--- config.mk ---
export PLATFORM = sky130hd
export DESIGN_NAME = store_write_buffer
export DESIGN_NICKNAME = d
export VERILOG_FILES = /design/src/rtl/store_write_buffer.sv
export SDC_FILE = /design/constraint.sdc
export NUM_CORES = 1
export LEC_CHECK = 0
export BUFFER_PORTS_ARGS = -buffer_cell sky130_fd_sc_hd__buf_2
export CAP_MARGIN = 20
export CORE_ASPECT_RATIO = 0.8
export CORE_MARGIN = 2
export CORE_UTILIZATION = 50
export DETAILED_ROUTE_END_ITERATION = 10
export HOLD_SLACK_MARGIN = 0.02
export PLACE_DENSITY = 0.69
export RECOVER_POWER = 50
export SLEW_MARGIN = 40
export SYNTH_ARGS = -nofsm -noshare
export SYNTH_HDL_FRONTEND = slang
export SYNTH_SLANG_ARGS = --single-unit
export TNS_END_PERCENT = 20
--- constraint.sdc ---
create_clock -name clk -period 13.8 [get_ports clk]
set_input_delay 1.38 -clock clk [delete_from_list [all_inputs] [get_ports clk]]
set_output_delay 1.38 -clock clk [all_outputs]
set_load 0.005 [all_outputs]
--- src/rtl/store_write_buffer.sv ---
// store_write_buffer
// Posted-write buffer between the single-cycle datapath's data-memory port
// and a multi-cycle data memory with a req/ack handshake. Stores are queued
// and drained in order. Loads are forwarded from the queue when the word
// matches; otherwise they perform a blocking memory read while stall
// freezes the PC.
//
// Optional build macro: WB_COALESCE_EN
//   When defined, a store that hits the newest matching entry (other than
//   the head being written to memory) overwrites that entry's data in place
//   instead of allocating a new one.

module store_write_buffer #(
  parameter int DEPTH  = 4,
  parameter int ADDR_W = 32,
  parameter int DATA_W = 32
) (
  input  logic                     clk,
  input  logic                     rst,
  input  logic [ADDR_W-1:0]        cpu_addr,
  input  logic [DATA_W-1:0]        cpu_wdata,
  input  logic                     cpu_we,
  input  logic                     cpu_re,
  output logic [DATA_W-1:0]        cpu_rdata,
  output logic                     stall,
  output logic                     mem_req,
  output logic                     mem_we,
  output logic [ADDR_W-1:0]        mem_addr,
  output logic [DATA_W-1:0]        mem_wdata,
  input  logic                     mem_ack,
  input  logic [DATA_W-1:0]        mem_rdata,
  output logic                     wb_empty,
  output logic [$clog2(DEPTH):0]   wb_count
);

  localparam int PW = $clog2(DEPTH);
  localparam int CW = PW + 1;

  typedef enum logic [1:0] {
    ST_IDLE  = 2'd0,
    ST_WRITE = 2'd1,
    ST_READ  = 2'd2
  } state_t;

  // Queue storage and bookkeeping
  logic [ADDR_W-1:0] addr_mem_r [DEPTH];
  logic [DATA_W-1:0] data_mem_r [DEPTH];
  logic [PW-1:0]     head_r;
  logic [PW-1:0]     tail_r;
  logic [CW-1:0]     count_r;

  // Memory-side FSM and registered port values
  state_t            state_r;
  state_t            state_nxt_s;
  logic              mem_req_r;
  logic              mem_req_nxt_s;
  logic              mem_we_r;
  logic              mem_we_nxt_s;
  logic [ADDR_W-1:0] mem_addr_r;
  logic [ADDR_W-1:0] mem_addr_nxt_s;
  logic [DATA_W-1:0] mem_wdata_r;
  logic [DATA_W-1:0] mem_wdata_nxt_s;

  // Blocking-load capture
  logic              load_done_r;
  logic [DATA_W-1:0] rdata_q_r;

  // Decoded control
  logic              fwd_hit_s;
  logic [DATA_W-1:0] fwd_data_s;
  logic [PW-1:0]     fwd_idx_s;
  logic              full_s;
  logic              load_s;
  logic              pending_miss_s;
  logic              consume_s;
  logic              start_write_s;
  logic              coalesce_s;
  logic              enq_s;
  logic              deq_s;
  logic              rd_done_s;

  assign full_s         = (count_r == CW'(DEPTH));
  assign load_s         = cpu_re && !cpu_we;
  assign pending_miss_s = load_s && !fwd_hit_s && !load_done_r;
  assign consume_s      = load_s && !fwd_hit_s && load_done_r;
  assign start_write_s  = (state_r == ST_IDLE) && !pending_miss_s && (count_r != {CW{1'b0}});

`ifdef WB_COALESCE_EN
  logic head_busy_s;
  // The head is busy once it is in WRITE or is being launched this cycle,
  // because mem_wdata captures its data at the same edge.
  assign head_busy_s = (state_r == ST_WRITE) || start_write_s;
  assign coalesce_s  = cpu_we && fwd_hit_s && !((fwd_idx_s == head_r) && head_busy_s);
`else
  assign coalesce_s  = 1'b0;
`endif

  assign enq_s = cpu_we && !full_s && !coalesce_s;

  // Newest-match search over valid entries, oldest to newest so the last hit wins.
  always_comb begin
    fwd_hit_s  = 1'b0;
    fwd_data_s = {DATA_W{1'b0}};
    fwd_idx_s  = head_r;
    for (int i = 0; i < DEPTH; i++) begin
      if ((CW'(i) < count_r) &&
          (addr_mem_r[head_r + PW'(i)][ADDR_W-1:2] == cpu_addr[ADDR_W-1:2])) begin
        fwd_hit_s  = 1'b1;
        fwd_data_s = data_mem_r[head_r + PW'(i)];
        fwd_idx_s  = head_r + PW'(i);
      end else begin
        fwd_hit_s  = fwd_hit_s;
      end
    end
  end

  // Memory FSM next state and next values of the registered memory port.
  always_comb begin
    state_nxt_s     = state_r;
    mem_req_nxt_s   = mem_req_r;
    mem_we_nxt_s    = mem_we_r;
    mem_addr_nxt_s  = mem_addr_r;
    mem_wdata_nxt_s = mem_wdata_r;
    deq_s           = 1'b0;
    rd_done_s       = 1'b0;
    case (state_r)
      ST_IDLE: begin
        if (pending_miss_s) begin
          state_nxt_s    = ST_READ;
          mem_req_nxt_s  = 1'b1;
          mem_we_nxt_s   = 1'b0;
          mem_addr_nxt_s = cpu_addr;
        end else if (start_write_s) begin
          state_nxt_s     = ST_WRITE;
          mem_req_nxt_s   = 1'b1;
          mem_we_nxt_s    = 1'b1;
          mem_addr_nxt_s  = addr_mem_r[head_r];
          mem_wdata_nxt_s = data_mem_r[head_r];
        end else begin
          mem_req_nxt_s = 1'b0;
          mem_we_nxt_s  = 1'b0;
        end
      end
      ST_WRITE: begin
        if (mem_ack) begin
          state_nxt_s   = ST_IDLE;
          mem_req_nxt_s = 1'b0;
          mem_we_nxt_s  = 1'b0;
          deq_s         = 1'b1;
        end else begin
          state_nxt_s = ST_WRITE;
        end
      end
      ST_READ: begin
        if (mem_ack) begin
          state_nxt_s   = ST_IDLE;
          mem_req_nxt_s = 1'b0;
          rd_done_s     = 1'b1;
        end else begin
          state_nxt_s = ST_READ;
        end
      end
      default: begin
        state_nxt_s   = ST_IDLE;
        mem_req_nxt_s = 1'b0;
        mem_we_nxt_s  = 1'b0;
      end
    endcase
  end

  // FSM state and memory port registers; reset abandons any access in flight.
  always_ff @(posedge clk) begin
    if (rst) begin
      state_r     <= ST_IDLE;
      mem_req_r   <= 1'b0;
      mem_we_r    <= 1'b0;
      mem_addr_r  <= {ADDR_W{1'b0}};
      mem_wdata_r <= {DATA_W{1'b0}};
    end else begin
      state_r     <= state_nxt_s;
      mem_req_r   <= mem_req_nxt_s;
      mem_we_r    <= mem_we_nxt_s;
      mem_addr_r  <= mem_addr_nxt_s;
      mem_wdata_r <= mem_wdata_nxt_s;
    end
  end

  // Store queue: enqueue at tail, coalesce in place, retire head on write ack.
  always_ff @(posedge clk) begin
    if (rst) begin
      head_r  <= {PW{1'b0}};
      tail_r  <= {PW{1'b0}};
      count_r <= {CW{1'b0}};
      for (int i = 0; i < DEPTH; i++) begin
        addr_mem_r[i] <= {ADDR_W{1'b0}};
        data_mem_r[i] <= {DATA_W{1'b0}};
      end
    end else begin
      if (enq_s) begin
        addr_mem_r[tail_r] <= cpu_addr;
        data_mem_r[tail_r] <= cpu_wdata;
        tail_r             <= tail_r + PW'(1'b1);
      end else if (coalesce_s) begin
        data_mem_r[fwd_idx_s] <= cpu_wdata;
      end else begin
        tail_r <= tail_r;
      end
      if (deq_s) begin
        head_r <= head_r + PW'(1'b1);
      end else begin
        head_r <= head_r;
      end
      case ({enq_s, deq_s})
        2'b10:   count_r <= count_r + CW'(1'b1);
        2'b01:   count_r <= count_r - CW'(1'b1);
        default: count_r <= count_r;
      endcase
    end
  end

  // Blocking-load result: captured on read ack, consumed by the retried load.
  always_ff @(posedge clk) begin
    if (rst) begin
      load_done_r <= 1'b0;
      rdata_q_r   <= {DATA_W{1'b0}};
    end else if (rd_done_s) begin
      load_done_r <= 1'b1;
      rdata_q_r   <= mem_rdata;
    end else if (consume_s) begin
      load_done_r <= 1'b0;
    end else begin
      load_done_r <= load_done_r;
    end
  end

  // CPU-facing results: zero-latency forward, captured load data, and PC stall.
  always_comb begin
    cpu_rdata = {DATA_W{1'b0}};
    stall     = 1'b0;
    if (rst) begin
      stall = 1'b0;
    end else begin
      stall = (cpu_we && full_s && !coalesce_s) || pending_miss_s;
      if (load_s && fwd_hit_s) begin
        cpu_rdata = fwd_data_s;
      end else if (consume_s) begin
        cpu_rdata = rdata_q_r;
      end else begin
        cpu_rdata = {DATA_W{1'b0}};
      end
    end
  end

  assign mem_req   = mem_req_r;
  assign mem_we    = mem_we_r;
  assign mem_addr  = mem_addr_r;
  assign mem_wdata = mem_wdata_r;
  assign wb_count  = count_r;
  assign wb_empty  = (count_r == {CW{1'b0}}) && (state_r == ST_IDLE);

endmodule

**Word-level counts from Yosys, hierarchy flattened**

Memories as Yosys holds them, arrays and structs flattened. A register that Yosys moved wholly into a read port is not among the register bits.
Cells that the tools add are included.

- Add/sub/neg operators: 6
- $lt $le $gt $ge: 4
- Eq/ne operators: 12
- Mux-type cells: 46
- Bitwise gates (word level): 2
- Reductions and logical operators: 32

Operators with widths:

| kind | count |
|---|---|
| two-way mux 32 bit | 11 |
| equality test 30 bit | 4 |
| OR reduction 32 bit | 2 |
| two-way mux 1 bit | 22 |
| two-way mux 2 bit | 9 |
| logical AND 1 bit | 14 |
| < comparator 1 x 3 -> 1 bit, first input constant | 2 |
| < comparator 2 x 3 -> 1 bit, first input constant | 2 |
| one-hot mux 2 bit (3 select lines) | 1 |
| one-hot mux 3 bit (2 select lines) | 1 |
| nonzero test 2 bit | 3 |
| zero test 1 bit | 5 |
| adder 2 x 1 -> 2 bit, second input constant | 2 |
| adder 2 bit, second input constant | 2 |
| equality test 2 x 1 -> 1 bit, second input constant | 2 |
| equality test 2 bit, second input constant | 2 |
| AND reduction 2 bit | 2 |
| adder 3 x 1 -> 3 bit, second input constant | 1 |
| equality test 3 bit, second input constant | 1 |
| zero test 3 bit | 1 |
| inequality test 3 bit, second input constant | 1 |
| one-hot mux 1 bit (3 select lines) | 1 |
| AND reduction 3 bit | 1 |
| nonzero test 3 bit | 1 |
| other kinds (8) | 9 |

- Bits in registers: 108
- RAM bits: 256
- Bits of input ports: 101
- Output and inout bits: 103
- Memories: 2

Memory list:

| name | words | width | read ports | clocked after Yosys merged registers in | wr ports | line | text |
|---|---|---|---|---|---|---|---|
| addr_mem_r | 4 | 32 | 4 | 1 | 4 | 46 | `logic [ADDR_W-1:0] addr_mem_r [DEPTH];` |
| data_mem_r | 4 | 32 | 4 | 1 | 4 | 47 | `logic [DATA_W-1:0] data_mem_r [DEPTH];` |

**Longest topological paths before layout**

Gate-level depths: netlist of the first run.
An unclocked memory read counts as a cell.

- Depth after elaboration: 16
- Mapped depth: 17
- Mapped depth without buffers: 10

**Worst setup path after synthesis of the first run**

Ideal clock, no wire load.

- Path type: input-to-reg
- From: input cpu_we
- To: memory addr_mem_r[1][0], enable pin
- Library setup time: 499 ps
- Data arrival time: 4655 ps
- Required time: 13301 ps
- Path slack: 8645 ps
- Cell stages on the path: 3
- Path buffers: 0
- Cell sequence: and2_1 inv_1 o21bai_1

RTL lines:

| element | line | text |
|---|---|---|
| from (decl) | 22 | `input logic cpu_we,` |
| to (decl) | 46 |  |

**Worst setup path in the final report of the first run**

- From: register head_r[0]
- To: output cpu_rdata[25]

- Longest elaborated chain between the ends: 13
- Elaborated cells between the ends (all ways): 24
- Those cells by class: add/sub: 3; eq/ne: 3; mux: 9; reduce/logical: 7; memory: 2

RTL lines:

| element | line | text |
|---|---|---|
| from (decl) | 48 | `logic [PW-1:0] head_r;` |
| from (signal assigned) | 191 | `head_r <= {PW{1'b0}};` |
| from (signal assigned) | 209 | `head_r <= head_r + PW'(1'b1);` |
| from (signal assigned) | 211 | `head_r <= head_r;` |
| adder 2 x 1 -> 2 bit | 107, 109 |  |
| memory (4 x 32 bit) | -- |  |
| equality test 30 bit | 107 | `(addr_mem_r[head_r + PW'(i)][ADDR_W-1:2] == cpu_addr[ADDR_W-1:2])) begin` |
| logical AND 1 bit | 106 | `if ((CW'(i) < count_r) &&` |
| two-way mux 1 bit (3 in series) | 106 |  |
| zero test 1 bit | 85 | `assign consume_s = load_s && !fwd_hit_s && load_done_r;` |
| logical AND 1 bit (2 in series) | 85 |  |
| two-way mux 32 bit | 246 | `end else if (consume_s) begin` |
| two-way mux 32 bit (*) | 244 | `if (load_s && fwd_hit_s) begin` |
| two-way mux 32 bit (*) | 240 | `if (rst) begin` |
| to (decl) | 24 | `output logic [DATA_W-1:0] cpu_rdata,` |

Mark *: on every way between the ends. The rest lies on a longest branch, timed or not.

==> impl_metrics.csv, run 1 <==
group,metric,value,unit
layout,nNetsFinal,2283,
clock_tree,clk_pin_slew,0.06,ns
power,p_leak,0.00923,uW
critical_path,cp_data_arrival_time,6.85,ns
clock_tree,cts_root_buf,"clkbuf_16",
logic_synthesis,postSynth.asyncResetShare,0,%
grt,grt_pass1_vias,18057,
grt,grt_pass1_wl,114,mm
floorplanning,die_h,198,um
critical_path,max_stage_delay,3.47,ns
drt,ant_nets,0,
clock_tree,insertion_delay,0.58,ns
floorplanning,initial_core_util,50.9,%
logic_synthesis,synth_top_flop_cell,"edfxtp_1",
power,total_power,3390,uW
floorplanning,die_w,246,um
place,place.gp.congestion,0.939,
timing,finalClockSkew,0.0236,ns
critical_path,worst_ep_required_time,12.42,ns
timing,fin_crit,8.23,ns
layout,fill_cells,3913,
logic_synthesis,syn_nets,2198,
clock_tree,post_cts_buffers,0,
drt,wl,75.9,mm
critical_path,path_cells,"clkbuf_1 -> mux4_2 -> and2_1 -> o311ai_0 -> nand2_1 -> buf_2",
run_status,violations,"max-capacitance violations, max-slew violations",
timing,finalHoldViolCount,0,
min_path,hold_path.class,"flop to flop",
timing,worst_pin_slew,4.88,ns
critical_path,slowest_stage,"clkbuf_1",
logic_synthesis,ys_types,77,
timing,tns,0,ns
critical_path,critPathLaunch,"head_r[0]",
timing,max_freq,122,MHz
logic_synthesis,synth-seq-area-share,42.2,%
layout,seq_area,9900,um^2
drt,firstDrtPassIters,6,
place,dp.cells,2740,
grt,antenna_found_initial,7,
drt,route.detailed.drc,0,
clock_tree,clock-sinks,366,
drt,viasPerCell,6.58,
place,dp_hpwl,49.5,mm
run_status,status,"finished with violations",
power,peakVddDrop,0.0897,mV
timing,setup_viol,0,
drt,routedWlPerCell,26.9,um
layout,syn2layout_area_growth,10.4,%
floorplanning,io_pins,204,
critical_path,start_kind,"flop",
layout,final_cells,2819,
logic_synthesis,syn_avg_cell_area,11.2,um^2
grt,grt.total_usage,31.4,%
job,maxCapViolations,8,
timing,rsz0062_at_grt,"false",
logic_synthesis,syn_area,23400,um^2
clock_tree,cts_resized,0,
clock_tree,cts_hold_buffers,0,
critical_path,r2r_start,"head_r[0]",
floorplanning,die_area,48600,um^2
logic_synthesis,synth_seq_cells,366,
clock_tree,cts_tree,"done",
grt,gr-total-overflow,0,
clock_tree,clock_path_buffers,3,
clock_tree,ctsHtreeMaxLevel,2,
drt,drt-initial-drc-count,2316,
place,io_buffers,203,
critical_path,path_class,"flop to primary output",
logic_synthesis,yosysWarnings,0,
power,p_per_area,131,nW/um^2
floorplanning,rows,70,
timing,maxSlewViolCount,354,
critical_path,cp-end-kind,"primary output",
timing,min_period_over_period,59.6,%
timing,maxSlewHeadroom,-225,%
floorplanning,coreArea,46000,um^2
clock_tree,numCtsBuffers,40,
layout,drive_above_1_share,23.3,%
logic_synthesis,synth_edf_count,256,
min_path,worstHoldStart,"mem_addr[10]",
layout,multi_input_area,12300,um^2
logic_synthesis,synth_cells,2088,
drt,vias,18556,
critical_path,crit_fanout,76,
grt,grt_max_degree,77,
## per-layer routing
layer | global-route usage, % | wire length (um) | part of all wire (%)
met1 | 45.4 | 30800 | 41
met2 | 46.6 | 33600 | 44
met3 | 7.77 | 9460 | 12
met4 | 9.81 | 2030 | 2.7
met5 | 0 | 13 | 0.017
## final timing paths
kind	endpoint	slack, ns	cells after the start
setup / recovery	cpu_rdata[25]	5.57	6
hold / removal	mem_addr[10]	0.45	2
setup reg to reg	mem_addr[28]	7.27	15
hold reg to reg	mem_addr[10]	0.45	2
## through the flow
stage	setup WS [ns]	util, %	cell area (um^2)	hold WS [ns]
2_1_floorplan	8.65	-	23400	0.436
3_3_place_gp	5.98	53.4	24600	0.435
3_5_place_dp	6.83	53.7	24700	0.437
4_1_cts	6.21	56.4	25900	0.449
5_1_grt	4.91	56.2	25800	0.467
6_report	5.57	56.2	25800	0.454
## sequential cells by signal (all words and copies together) (netlist names), named ones only
register,count
head_r,2
data_mem_r,128
wb_count,3
state_r,2
mem_we,1
rdata_q_r,32
load_done_r,1
tail_r,2
mem_req,1
mem_wdata,32
mem_addr,32
addr_mem_r,128
## report_power, final
group | internal, uW | leakage [uW] | switching, uW
clock | 583 | 0.000612 | 457
sequential | 1300 | 0.00357 | 101
combinational | 385 | 0.00505 | 562
## cell usage after synthesis (all sizes together), types with 4 or more instances
| cell type | instances | area (um^2) |
|---|---|---|
| o311ai | 26 | 228 |
| xnor2 | 96 | 841 |
| dfxtp | 110 | 2200 |
| and3 | 27 | 169 |
| a21o | 8 | 60.1 |
| o21ai | 42 | 210 |
| and2 | 94 | 588 |
| a32o | 7 | 70.1 |
| inv | 105 | 394 |
| nor2 | 215 | 807 |
| buf | 71 | 480 |
| nand2 | 188 | 706 |
| or4 | 6 | 45.0 |
| clkbuf | 126 | 473 |
| nand3 | 48 | 240 |
| mux2i | 83 | 831 |
| o21bai | 4 | 30.0 |
| mux4 | 200 | 4500 |
| a21oi | 82 | 410 |
| ha | 9 | 113 |
| mux2 | 36 | 405 |
| a32oi | 25 | 219 |
| xor2 | 18 | 158 |
| o211ai | 7 | 52.6 |
| nand2b | 40 | 250 |
| edfxtp | 256 | 7690 |
| a221oi | 4 | 41.3 |
| nor3 | 10 | 61.3 |
| nor4 | 12 | 81.3 |
| a22oi | 7 | 52.6 |
| a211oi | 32 | 255 |
| a31oi | 12 | 90.1 |
| o2bb2ai | 5 | 43.8 |
| nand4 | 24 | 156 |
## cell families (layout without fill, tap and decap cells)
kind of cell | count (synthesis) | count (layout) | synth area share, %
AND/OR/NAND/NOR | 684 | 684 | 13.9
flip-flops | 366 | 366 | 42.2
multiplexers | 319 | 319 | 24.5
buffers and inverters | 303 | 416 | 5.77
AO/OA/AOI/OAI | 293 | 293 | 8.79
XOR/XNOR | 114 | 114 | 4.27
adder cells (fa/ha/maj) | 9 | 9 | 0.481
other | 0 | 6 | 0
## final cells by class
| cell class | count | area share (%) |
|---|---|---|
| clock inverter | 13 | 0.305 |
| tap | 612 | 2.96 |
| timing repair buffer | 240 | 4.93 |
| clock buffer | 57 | 4.47 |
| antenna | 6 | 0.0581 |
| inverter | 106 | 1.54 |
| sequential | 366 | 38.3 |
| multi-input combinational | 1419 | 47.4 |
## critical path: cells and delay by family, from the launching register on
family          cells  cell delay, ns
compound gates      1            0.32
simple gates        2            0.28
flops               1            1.19
mux                 1            0.81
buf+inv             2            3.61
## layout by cell type (no fill, tap or decap), types with 8 or more instances in the layout
cell	n
inv_1	105
buf_2	159
clkbuf_16	41
clkbuf_1	61
dfxtp_1	107
xnor2_1	96
nand4_1	23
a21oi_1	82
and2_0	19
nor3_1	9
buf_4	19
o311ai_0	23
a31oi_1	11
a21o_1	8
xor2_1	18
mux2i_1	83
o21ai_0	41
ha_1	9
nand2b_1	38
nand3_1	47
mux4_2	200
and3_1	26
nor2_1	214
nand2_1	187
a211oi_1	29
mux2_2	36
edfxtp_1	256
and2_1	74
a32oi_1	25
(Power assumes the default switching activity.)
==> inputs of run 2 (changes only) <==
PLACE_DENSITY = 0.71   (was 0.69)
clock period = 6.6 ns   (was 13.8 ns; I/O delays follow)
==> run 2 against run 1 <==
The flow still finishes with violations (max-capacitance violations, max-slew violations); non-clock buffer count up 10; critical path depth is 5 higher; final cell count up 0.74%; sequential share of layout area shrank 0.60 points; via count shrank 0.31%; clock power grew to 2.5 times the previous value; die area unchanged; wire length down 2.6%; utilization increased by 0.92 points; combinational power increased by 110%; largest power group unchanged; highest routed layer unchanged.
==> impl_metrics.csv, run 2 (synthesis results as in run 1) <==
group,metric,value,unit
drt,firstDrtPassIters,6,
layout,final_common_cell,"edfxtp_1",
timing,finalClockSkew,0.0220,ns
critical_path,path_cells,"mux2i_1 -> o2bb2ai_1 -> or4_1 -> a221oi_2 -> nand4_2 -> or3_1 -> a31oi_4 -> buf_4 -> o311ai_0 -> nand2_1 -> buf_2",
drt,drt-initial-drc-count,2306,
floorplanning,die_w,246,um
layout,final_cell_mix,"edfxtp_1 (256), nor2_1 (214), mux4_2 (200)",
timing,maxSlewHeadroom,-106,%
place,dp_hpwl,49.2,mm
floorplanning,rows,70,
timing,rsz0062_at_grt,"false",
timing,tns,0,ns
run_status,violations,"max-capacitance violations, max-slew violations",
critical_path,start_kind,"flop",
critical_path,cp-end-kind,"primary output",
floorplanning,io_pins,204,
place,place.gp.congestion,0.962,
grt,gr-total-overflow,0,
clock_tree,clock-sinks,366,
grt,grt_max_degree,81,
layout,syn2layout_area_growth,12.2,%
clock_tree,clock_path_buffers,3,
floorplanning,die_h,198,um
clock_tree,cts_resized,0,
drt,ant_nets,0,
drt,vias,18498,
job,maxCapViolations,6,
layout,drive_above_1_share,23.8,%
floorplanning,initial_core_util,50.9,%
timing,holdWs,0.317,ns
critical_path,crit_family,"simple AND/OR/NAND/NOR gates",
critical_path,max_stage_delay,0.84,ns
clock_tree,cts_root_buf,"clkbuf_16",
timing,fin_crit,5.90,ns
critical_path,cp_data_arrival_time,5.24,ns
layout,nNetsFinal,2295,
layout,top_regs,"addr_mem_r x128, data_mem_r x128",
drt,route.detailed.drc,0,
critical_path,path_class,"flop to primary output",
clock_tree,ctsHtreeMaxLevel,2,
timing,max_freq,169,MHz
critical_path,critical_path_buf_inv_count,2,
grt,grt_pass1_vias,18147,
power,p_leak,0.00946,uW
drt,wl,74.0,mm
grt,antenna_found_initial,11,
place,io_buffers,203,
timing,worst_pin_slew,3.10,ns
critical_path,slowest_stage,"dfxtp_4",
grt,grt_pass1_wl,112,mm
critical_path,worst_ep_required_time,5.94,ns
clock_tree,numCtsBuffers,42,
clock_tree,post_cts_buffers,0,
timing,maxSlewViolCount,198,
power,p_per_area,288,nW/um^2
floorplanning,coreArea,46000,um^2
drt,routedWlPerCell,26.0,um
critical_path,crit_fanout,44,
min_path,hold_path.class,"input pin to flop",
clock_tree,insertion_delay,0.58,ns
timing,min_period_over_period,89.4,%
power,peakVddDrop,0.192,mV
drt,viasPerCell,6.51,
grt,grt.total_usage,30.6,%
clock_tree,cts_hold_buffers,0,
clock_tree,cts_tree,"done",
floorplanning,die_area,48600,um^2
run_status,status,"finished with violations",
timing,finalHoldViolCount,0,
timing,setup_viol,0,
layout,fill_cells,3843,
clock_tree,clk_pin_slew,0.06,ns
[run 2: worst reg2reg max path: cells and delay by family (launching register included)]
family,cells,cell delay (ns)
buf+inv,3,1.15
simple gates,4,2.84
fa+ha+maj,1,0.27
flops,1,0.52
[run 2: final timing paths]
kind	end	cells past startpoint	slack [ns]	start
hold reg to reg	mem_addr[31]	2	0.45	mem_addr[31]
hold / removal	rdata_q_r[17]	3	0.32	mem_rdata[17]
setup reg to reg	addr_mem_r[0][2]	8	1.43	wb_count[0]
setup / recovery	cpu_rdata[0]	11	0.70	head_r[0]
[run 2: report_power, final]
part | internal (uW) | leakage, uW | switching, uW | total (uW)
clock network | 1630 | 0.000756 | 1000 | 2630
registers | 2730 | 0.00357 | 223 | 2950
logic | 821 | 0.00514 | 1170 | 1990
[run 2: metal layers]
layer  routed length, um  global-route usage, %  part of all wire [%]
met2               33400                   46.9                    45
met5                  20                      0                 0.027
met4                2470                   11.0                   3.3
met3                8160                   6.58                    11
met1               29900                   43.1                    40
[run 2: area by class of cell]
cell class	instances	area, um^2	area share, %
antenna	9	22.5	0.0857
multi-input combinational	1419	12200	46.5
inverter	106	398	1.51
clock buffer	50	1130	4.31
sequential	366	9900	37.7
clock inverter	28	430	1.64
tap	612	766	2.92
timing repair buffer	250	1390	5.30
[run 2: stage by stage]
stage | cell area (um^2) | std cells | total power (uW) | utilization [%] | setup WS [ns]
finish | 26300 | 2840 | 7570 | 57.1 | 0.697
global route | 26300 | 2840 | 7840 | 57.1 | 0.522
CTS | 26400 | 2829 | 7570 | 57.4 | 0.746
detailed placement | 24800 | 2751 | 4940 | 54.0 | 1.37
global placement | 24700 | 2745 | 4850 | 53.6 | 1.39
floorplan | 23400 | 2088 | 4230 | - | 1.99
==> inputs of run 3 (changes only) <==
CORE_MARGIN = not set   (was 2)
HOLD_SLACK_MARGIN = not set   (was 0.02)
MAX_ROUTING_LAYER = met4   (was not set)
==> run 3 against run 2 <==
Combinational power is 5% lower; non-clock buffer count fell by 5; utilization fell by 0.94 points; the run still ends with max-capacitance violations, max-slew violations left; sequential power is essentially flat.
==> impl_metrics.csv, run 3 (synthesis results as in run 1) <==
group,metric,value,unit
place,dp_hpwl,48.1,mm
grt,gr-total-overflow,0,
floorplanning,coreArea,46000,um^2
drt,drt-initial-drc-count,2298,
floorplanning,die_h,196,um
floorplanning,initial_core_util,50.9,%
timing,max_freq,163,MHz
drt,firstDrtPassIters,5,
floorplanning,die_area,47700,um^2
layout,drive_above_1_share,23.5,%
place,io_buffers,203,
critical_path,crit_family,"buffers and inverters",
layout,syn2layout_area_growth,10.4,%
grt,grt.total_usage,31.7,%
grt,grt_pass1_vias,17820,
timing,setup_viol,0,
clock_tree,ctsHtreeMaxLevel,2,
layout,final_cells,2826,
drt,route.detailed.drc,0,
grt,grt_pass1_wl,111,mm
critical_path,max_stage_delay,0.80,ns
clock_tree,clock-sinks,366,
critical_path,r2r_slack,1.33,ns
layout,top_regs,"addr_mem_r x128, data_mem_r x128",
clock_tree,cts_hold_buffers,0,
critical_path,path_cells,"clkbuf_1 -> mux4_2 -> xnor2_1 -> nand4_1 -> nor4_1 -> nand3_1 -> buf_4 -> a31oi_4 -> buf_4 -> o311ai_0 -> nand2_1 -> buf_2",
min_path,worstHoldStart,"mem_rdata[17]",
layout,final_cell_mix,"edfxtp_1 (256), nor2_1 (214), mux4_2 (200)",
floorplanning,die_w,244,um
place,place.gp.congestion,0.965,
critical_path,critPathMostFrequentCell,"buf_4",
layout,post-route-util,56.2,%
floorplanning,io_pins,204,
min_path,min_path_cells,3,
drt,routedWlPerCell,25.7,um
floorplanning,rows,70,
timing,rsz0062_at_grt,"false",
grt,antenna_found_initial,5,
clock_tree,post_cts_buffers,0,
power,p_per_area,272,nW/um^2
clock_tree,clk_pin_slew,0.06,ns
timing,fin_crit,6.15,ns
clock_tree,numCtsBuffers,40,
place,dp.cells,2746,
timing,finalClockSkew,0.0184,ns
clock_tree,clock_path_buffers,3,
critical_path,worst_ep_required_time,5.94,ns
layout,final_common_cell,"edfxtp_1",
clock_tree,insertion_delay,0.58,ns
critical_path,critical_path_buf_inv_count,4,
clock_tree,cts_resized,0,
layout,fill_cells,3868,
power,p_leak,0.00928,uW
clock_tree,cts_tree,"done",
drt,wl,72.5,mm
critical_path,slowest_stage,"dfxtp_4",
drt,vias,18465,
timing,worst_pin_slew,3.69,ns
clock_tree,cts_root_buf,"clkbuf_16",
critical_path,worst_r2r_path_depth,10,
run_status,violations,"max-capacitance violations, max-slew violations",
critical_path,cp_data_arrival_time,5.49,ns
critical_path,start_kind,"flop",
run_status,status,"finished with violations",
timing,maxSlewViolCount,210,
critical_path,path_class,"flop to primary output",
power,peakVddDrop,0.201,mV
drt,viasPerCell,6.53,
critical_path,r2r_start,"head_r[0]",
min_path,hold_end,"rdata_q_r[17]",
timing,min_period_over_period,93.1,%
timing,maxSlewHeadroom,-146,%
grt,grt_max_degree,73,
timing,finalHoldViolCount,0,
min_path,hold_path.class,"input pin to flop",
critical_path,r2r_end,"mem_addr[20]",
drt,ant_nets,0,
critical_path,crit_fanout,41,
critical_path,cp-end-kind,"primary output",
timing,tns,0,ns
job,maxCapViolations,7,
layout,nNetsFinal,2288,
[run 3: layout make-up]
| class | count | area (um^2) | area share [%] |
|---|---|---|---|
| multi-input combinational | 1419 | 12200 | 47.3 |
| clock inverter | 19 | 133 | 0.513 |
| inverter | 106 | 398 | 1.54 |
| antenna | 5 | 12.5 | 0.0484 |
| sequential | 366 | 9900 | 38.3 |
| timing repair buffer | 245 | 1320 | 5.10 |
| tap | 612 | 766 | 2.96 |
| clock buffer | 54 | 1090 | 4.23 |
[run 3: worst reg2reg max path: stages (launching register included)]
cell and delay, ns:
dfxtp_4 0.80, clkbuf_1 0.61, mux4_2 0.61, xnor2_1 0.40, nand4_1 0.17, nor4_1 0.61, and4_1 0.41, or4_2 0.56
buf_4 0.38, mux2_2 0.36, a211oi_1 0.27
[run 3: layer usage]
layer / GRT usage [%] / vias to the layer above / wire length (um)
met5: - / - / 0
met4: 10.2 / 0 / 2210
met3: 6.46 / 174 / 8340
met2: 45.7 / 1135 / 32200
met1: 44.8 / 9217 / 29800
li1: - / 7939 / -
[run 3: where the power goes]
| group | leakage, uW | total, uW | internal [uW] | switching (uW) |
|---|---|---|---|---|
| clock | 0.000608 | 2160 | 1210 | 952 |
| sequential | 0.00357 | 2950 | 2720 | 229 |
| combinational | 0.00511 | 1900 | 783 | 1120 |
| total | 0.00928 | 7010 | 4710 | 2300 |
[run 3: worst max-delay path by stage]
| stage | start | end | slack [ns] | cells after the start |
|---|---|---|---|---|
| floorplan | wb_count[0] | addr_mem_r[1][0] | 1.99 | 6 |
| global placement | head_r[0] | cpu_rdata[22] | 1.45 | 13 |
| detailed placement | head_r[0] | cpu_rdata[26] | 1.41 | 13 |
| CTS | head_r[0] | cpu_rdata[26] | 0.80 | 13 |
| global route | head_r[0] | cpu_rdata[3] | 0.36 | 12 |
| finish | head_r[0] | cpu_rdata[26] | 0.45 | 12 |
[run 3: per-stage QoR]
stage	hold WS (ns)	area [um^2]	total power, uW	setup slack (ns)
after CTS	0.298	25900	7020	0.799
after floorplan	0.436	23400	4230	1.99
after global placement	0.436	24600	4830	1.45
after global routing	0.317	25800	7270	0.360
after detailed placement	0.441	24700	4880	1.41
final	0.320	25800	7010	0.454
